$ cat config.mk
export PLATFORM = sky130hd
export DESIGN_NAME = fp_div_round_pack
export DESIGN_NICKNAME = d
export VERILOG_FILES = /design/src/rtl/fp_pkg.sv /design/src/rtl/fp_rne_rounder.sv /design/src/rtl/fp_div_round_pack.sv
export SDC_FILE = /design/constraint.sdc
export NUM_CORES = 1
export LEC_CHECK = 0
export BUFFER_PORTS_ARGS = -buffer_cell sky130_fd_sc_hd__buf_2
export CORE_MARGIN = 2
export CORE_UTILIZATION = 39
export DETAILED_ROUTE_END_ITERATION = 10
export PLACE_DENSITY = 0.6
export SYNTH_ARGS = -nofsm -noshare
export SYNTH_HDL_FRONTEND = slang
export SYNTH_HIERARCHICAL = 1
export SYNTH_SLANG_ARGS = --single-unit
$ cat constraint.sdc
create_clock -name clk -period 3.1 [get_ports clk]
set_input_delay 0.31 -clock clk [delete_from_list [all_inputs] [get_ports clk]]
set_output_delay 0.31 -clock clk [all_outputs]
set_load 0.02 [all_outputs]
$ cat src/rtl/fp_pkg.sv
// Shared floating-point constants and the normalize/round -> pack pipeline payload.
package fp_pkg;

  localparam int FP_EXP_W  = 10;
  localparam int FP_Q_W    = 26;
  localparam int FP_MANT_W = 24;

  localparam int          FP_EXP_BIAS = 127;
  localparam int          FP_EXP_MAX  = 255;
  localparam logic [7:0]  FP_INF_EXP  = 8'hFF;
  localparam logic [31:0] FP_QNAN     = 32'h7FC00000;

  // mant_r carries the hidden bit in its MSB; the exponent is already carry-adjusted.
  typedef struct packed {
    logic                       sign;
    logic signed [FP_EXP_W-1:0] exp;
    logic [FP_MANT_W-1:0]       mant_r;
    logic                       special;
    logic [31:0]                special_res;
    logic                       inexact;
  } fp_s1_t;

endpackage

$ cat src/rtl/fp_rne_rounder.sv
// Combinational round-to-nearest-even on a 24-bit significand with guard/sticky.
module fp_rne_rounder
  import fp_pkg::*;
(
  input  logic [FP_MANT_W-1:0] mant,
  input  logic                 guard,
  input  logic                 sticky,
  output logic [FP_MANT_W-1:0] mant_r,
  output logic                 carry,
  output logic                 inexact
);

  logic                 inc;
  logic [FP_MANT_W:0]   sum;

  assign inc     = guard & (sticky | mant[0]);
  assign sum     = {1'b0, mant} + {{FP_MANT_W{1'b0}}, inc};
  assign carry   = sum[FP_MANT_W];
  // A carry out leaves 1.000..0 * 2, so the renormalized significand drops the zero LSB.
  assign mant_r  = carry ? sum[FP_MANT_W:1] : sum[FP_MANT_W-1:0];
  assign inexact = guard | sticky;

endmodule

$ cat src/rtl/fp_div_round_pack.sv
// Divider post-stage: S1 normalize/round, S2 classify/pack into IEEE-754 single.
// Optional out_inexact flag is built when FP_DIV_EXC_FLAGS_EN is defined.
module fp_div_round_pack
  import fp_pkg::*;
#(
  parameter int EXP_W = FP_EXP_W,
  parameter int Q_W   = FP_Q_W
) (
  input  logic                    clk,
  input  logic                    rst_n,
  input  logic                    in_valid,
  output logic                    in_ready,
  input  logic                    in_sign,
  input  logic signed [EXP_W-1:0] in_exp,
  input  logic [Q_W-1:0]          in_q,
  input  logic                    in_sticky,
  input  logic                    in_special,
  input  logic [31:0]             in_special_res,
  output logic                    out_valid,
  input  logic                    out_ready,
  output logic [31:0]             out_result,
  output logic                    out_overflow,
  output logic                    out_underflow
`ifdef FP_DIV_EXC_FLAGS_EN
  ,output logic                   out_inexact
`endif
);

  localparam logic signed [EXP_W-1:0] EXP_MAX_S  = EXP_W'(FP_EXP_MAX);
  localparam logic signed [EXP_W-1:0] EXP_ZERO_S = '0;

  fp_s1_t                  s1_d, s1_q;
  logic                    s1_valid, s2_move;
  logic [FP_MANT_W-1:0]    mant_n, rnd_mant;
  logic                    guard_n, sticky_n, rnd_carry, rnd_inexact;
  logic signed [EXP_W-1:0] exp_n;
  logic [31:0]             res_d;
  logic                    ovf_d, unf_d;
  logic                    unused_bits;

  // Handshake: a beat moves across a boundary on a rising edge where valid && ready.
  // Each stage loads when empty or when its content leaves this cycle; in_ready is
  // combinational from out_ready, and outputs hold steady while out_valid && !out_ready.
  assign s2_move  = !out_valid || out_ready;
  assign in_ready = !s1_valid || s2_move;

  always_comb begin
    mant_n   = '0;
    guard_n  = 1'b0;
    sticky_n = in_sticky;
    exp_n    = in_exp;
    if (in_q[Q_W-1]) begin
      mant_n   = in_q[Q_W-1:Q_W-24];
      guard_n  = in_q[Q_W-25];
      sticky_n = in_sticky | in_q[Q_W-26];
    end else begin
      mant_n   = in_q[Q_W-2:Q_W-25];
      guard_n  = in_q[Q_W-26];
      exp_n    = in_exp - EXP_W'(1);
    end
  end

  fp_rne_rounder u_rounder (
    .mant    (mant_n),
    .guard   (guard_n),
    .sticky  (sticky_n),
    .mant_r  (rnd_mant),
    .carry   (rnd_carry),
    .inexact (rnd_inexact)
  );

  always_comb begin
    s1_d             = '0;
    s1_d.sign        = in_sign;
    s1_d.exp         = exp_n + EXP_W'(rnd_carry);
    s1_d.mant_r      = rnd_mant;
    s1_d.special     = in_special;
    s1_d.special_res = in_special_res;
`ifdef FP_DIV_EXC_FLAGS_EN
    s1_d.inexact     = rnd_inexact;
`else
    s1_d.inexact     = 1'b0;
`endif
  end

`ifdef FP_DIV_EXC_FLAGS_EN
  assign unused_bits = s1_q.mant_r[FP_MANT_W-1];
`else
  assign unused_bits = ^{s1_q.mant_r[FP_MANT_W-1], s1_q.inexact, rnd_inexact};
`endif

  always_ff @(posedge clk or negedge rst_n) begin
    if (!rst_n) begin
      s1_valid <= 1'b0;
      s1_q     <= '0;
    end else if (in_ready) begin
      s1_valid <= in_valid;
      if (in_valid) s1_q <= s1_d;
    end
  end

  // Saturate to Inf on exponent overflow; flush to signed zero (no subnormals).
  always_comb begin
    res_d = '0;
    ovf_d = 1'b0;
    unf_d = 1'b0;
    if (s1_q.special) begin
      res_d = s1_q.special_res;
    end else if (s1_q.exp >= EXP_MAX_S) begin
      res_d = {s1_q.sign, FP_INF_EXP, 23'h0};
      ovf_d = 1'b1;
    end else if (s1_q.exp <= EXP_ZERO_S) begin
      res_d = {s1_q.sign, 31'h0};
      unf_d = 1'b1;
    end else begin
      res_d = {s1_q.sign, s1_q.exp[7:0], s1_q.mant_r[22:0]};
    end
  end

  always_ff @(posedge clk or negedge rst_n) begin
    if (!rst_n) begin
      out_valid     <= 1'b0;
      out_result    <= '0;
      out_overflow  <= 1'b0;
      out_underflow <= 1'b0;
`ifdef FP_DIV_EXC_FLAGS_EN
      out_inexact   <= 1'b0;
`endif
    end else if (s2_move) begin
      out_valid <= s1_valid;
      if (s1_valid) begin
        out_result    <= res_d;
        out_overflow  <= ovf_d;
        out_underflow <= unf_d;
`ifdef FP_DIV_EXC_FLAGS_EN
        out_inexact   <= !s1_q.special && (s1_q.inexact || ovf_d || unf_d);
`endif
      end
    end
  end

endmodule

==> metrics.md <==
| Metric | Value |
|---|---|
| Status | finished, violations left |
| Failing checks | hold timing |
| Row count | 43 |
| I/O pins | 111 |
| Crit-path max FO | 7 |
| RR Startpoint | s1_q[64] |
| Share of layout cells above drive strength 1 | 0.240 |
| Wirelength, routed | 14,400 um |
| Post-CTS Resized | 0 |
| Clock power frac | 0.314 |
| Via density | 5.30 |
| Final Cycle Share | 0.872 |
| Gr ovfl total | 0 |
| Seq pwr share | 0.445 |
| Setup Crit Path Kind | input port to flop |
| RePlAce Congestion | 0.935 |
| Reg2reg end | out_result[9] |
| Post-route worst setup slack | 0.398 ns |
| Combinational cell fraction of total power | 0.241 |
| Port Buffers | 110 |
| Syn_area_per_cell | between 8 and 9 sq um |
| Multi-input logic area | 2820 sq um |
| Number of fill cells in the layout | ~1,400 |
| CORE AREA | 13,900 sq um |
| CP required | around 3.3 ns |
| CTS root buf | clkbuf_16 |
| Final #Nets | 822 |
| Largest net degree at the start of global routing | 73 |
| Via count | 4,917 |
| CP arrival | between 2 and 3 ns |
| DP Cell Count | around 910 |
| Setup violators final | 0 |
| CP startpoint kind | input port |
| Setup repair after global routing missed its margin | false |
| Total CTS buffers | 9 |
| CTS tree | yes |
| Final setup TNS | 0 ns |
| Net Sw Frac | 0.315 |
| Die width | 124 um |
| Slew margin rel. | 0.531 |
| CTS clock-pin slew for the worst setup and hold paths | 0.07 ns |
| Maximum root-to-sink buffer count | 2 |
| Synth Instances | 647 |
| Warnings, synthesis | 6 |
| Worst slew pin tran | 0.704 ns |
| Ant diodes | 0 |
| Reg2Reg Depth | 6 |
| Post-Syn Area | approximately 5600 sq um |
| FF/Latch Area | approximately 2600 sq um |
| Hold Buf Count CTS | 0 |
| Worst VDD drop | around 0.26 mV |
| Syn nets | 727 |
| Initial Util | 0.400 |
| Maxcap violations | 0 |
| Clk_lat worst skew | 0.34 ns |
| Antenna violations before repair | 0 |
| Initial DRC Count | 425 |
| Fin crit period | 2.70 ns |
| First-pass GRT wire length | 23,700 um |
| Final Hold Fails | 1 |
| Die Area | roughly 15,000 sq um |
| Switching power | 1.22 mW |
| Area Overhead vs Synth | 19.7% |
| CTS HTree Levels | 3 |
| Fmax achieved | around 370 MHz |
| Pre-CTS setup slack | 0.0276 ns |
| Detail Route Antenna Nets | 0 |
| Vias in the first global route | 4,732 |
| Power Dens Cells | 579 nW/um^2 |
| Reg2reg setup slack | approximately 1.3 ns |
| WL/cell | 15.6 um |
| Static leakage | 3.20 nW |
| Worst hold path class | input port to async pin |
| CTS sink cnt | 103 |
| GRT Resource Usage Total | 0.197 |
| Dpl hpwl | 10,200 um |
| Internal power | 2.65 mW |
| Height of the die | 124 um |
| Post-CTS Setup Bufs | 0 |
| Drt drc | 0 |
| Clk_skew | 0.00579 ns |
| Detailed Routing Iterations Pass 1 | 4 |
| Fin cells | 927 |
| Max Slew Vio Count | 0 |
| CP endpoint kind | flop |
| Fin Hold WS | -0.00254 ns |
==> layout by cell type, fill, tap and decap left out, types with 6 or more instances in the layout <==
master / n
a21o_1: 9
mux2_2: 23
xnor2_1: 19
a31oi_1: 9
buf_2: 109
nand2_1: 197
clkbuf_16: 9
or4_1: 6
xor2_1: 6
dfrtp_1: 103
nor3_1: 9
o21ai_0: 16
inv_1: 13
nor2_1: 71
a221oi_1: 30
nor4_1: 7
o211ai_1: 6
buf_4: 12
nand3_1: 15
==> layout make-up <==
cell class | instances | share of cell area
tap | 180 | 0.0337
sequential | 103 | 0.386
inverter | 14 | 0.00787
clock inverter | 5 | 0.0122
clock buffer | 11 | 0.0364
timing repair buffer | 123 | 0.101
multi-input combinational | 491 | 0.423
==> flip-flops by register name, indices dropped and copies added, names as in the netlist <==
name	cells
out_valid	1
s1_valid	1
out_overflow	1
out_result	32
s1_q	67
out_underflow	1
==> critical path, stage by stage <==
cell and delay [ns]:
buf_2 0.14, mux2_4 0.22, o21a_1 0.16, ha_4 0.16, ha_4 0.15, nand4_4 0.15, or2_1 0.28, nor3_2 0.21
ha_2 0.24, o211ai_1 0.15, or4_1 0.51, a31o_1 0.23
==> worst max-delay path by stage <==
stage,from,to,slack [ns]
floorplan,in_q[25],s1_q[66],0.01
global placement,in_q[25],s1_q[67],0.1
detailed placement,in_q[25],s1_q[67],0.03
CTS,in_q[25],s1_q[67],0.41
global route,in_q[25],s1_q[67],0.22
finish,in_q[25],s1_q[67],0.40
==> power by group through the flow <==
stage,Combinational (mW),Clock [mW],Sequential [mW]
CTS,0.941,1.24,1.72
global route,1.05,1.29,1.75
finish,0.932,1.22,1.72
floorplan,0.482,0,1.83
detailed placement,0.936,0,1.74
global placement,0.916,0,1.74
==> per-stage QoR <==
stage	cell area (sq um)	total power, mW	hold WS, ns	util
floorplan	5640	2.32	0.0144	-
global placement	6350	2.66	0.398	0.456
detailed placement	6350	2.68	0.407	0.456
CTS	6680	3.90	0.0361	0.479
global route	6680	4.08	0.0550	0.479
finish	6680	3.87	-0.00254	0.479
==> layer usage <==
metal,part of all wire,global-route usage,wire length (um),vias up
met5,0,0,0,-
met4,0.011,0.0604,153,0
met3,0.053,0.0353,770,12
met2,0.46,0.299,6580,148
met1,0.48,0.287,6920,2340
li1,-,-,-,2417
(Power assumes the default switching activity.)
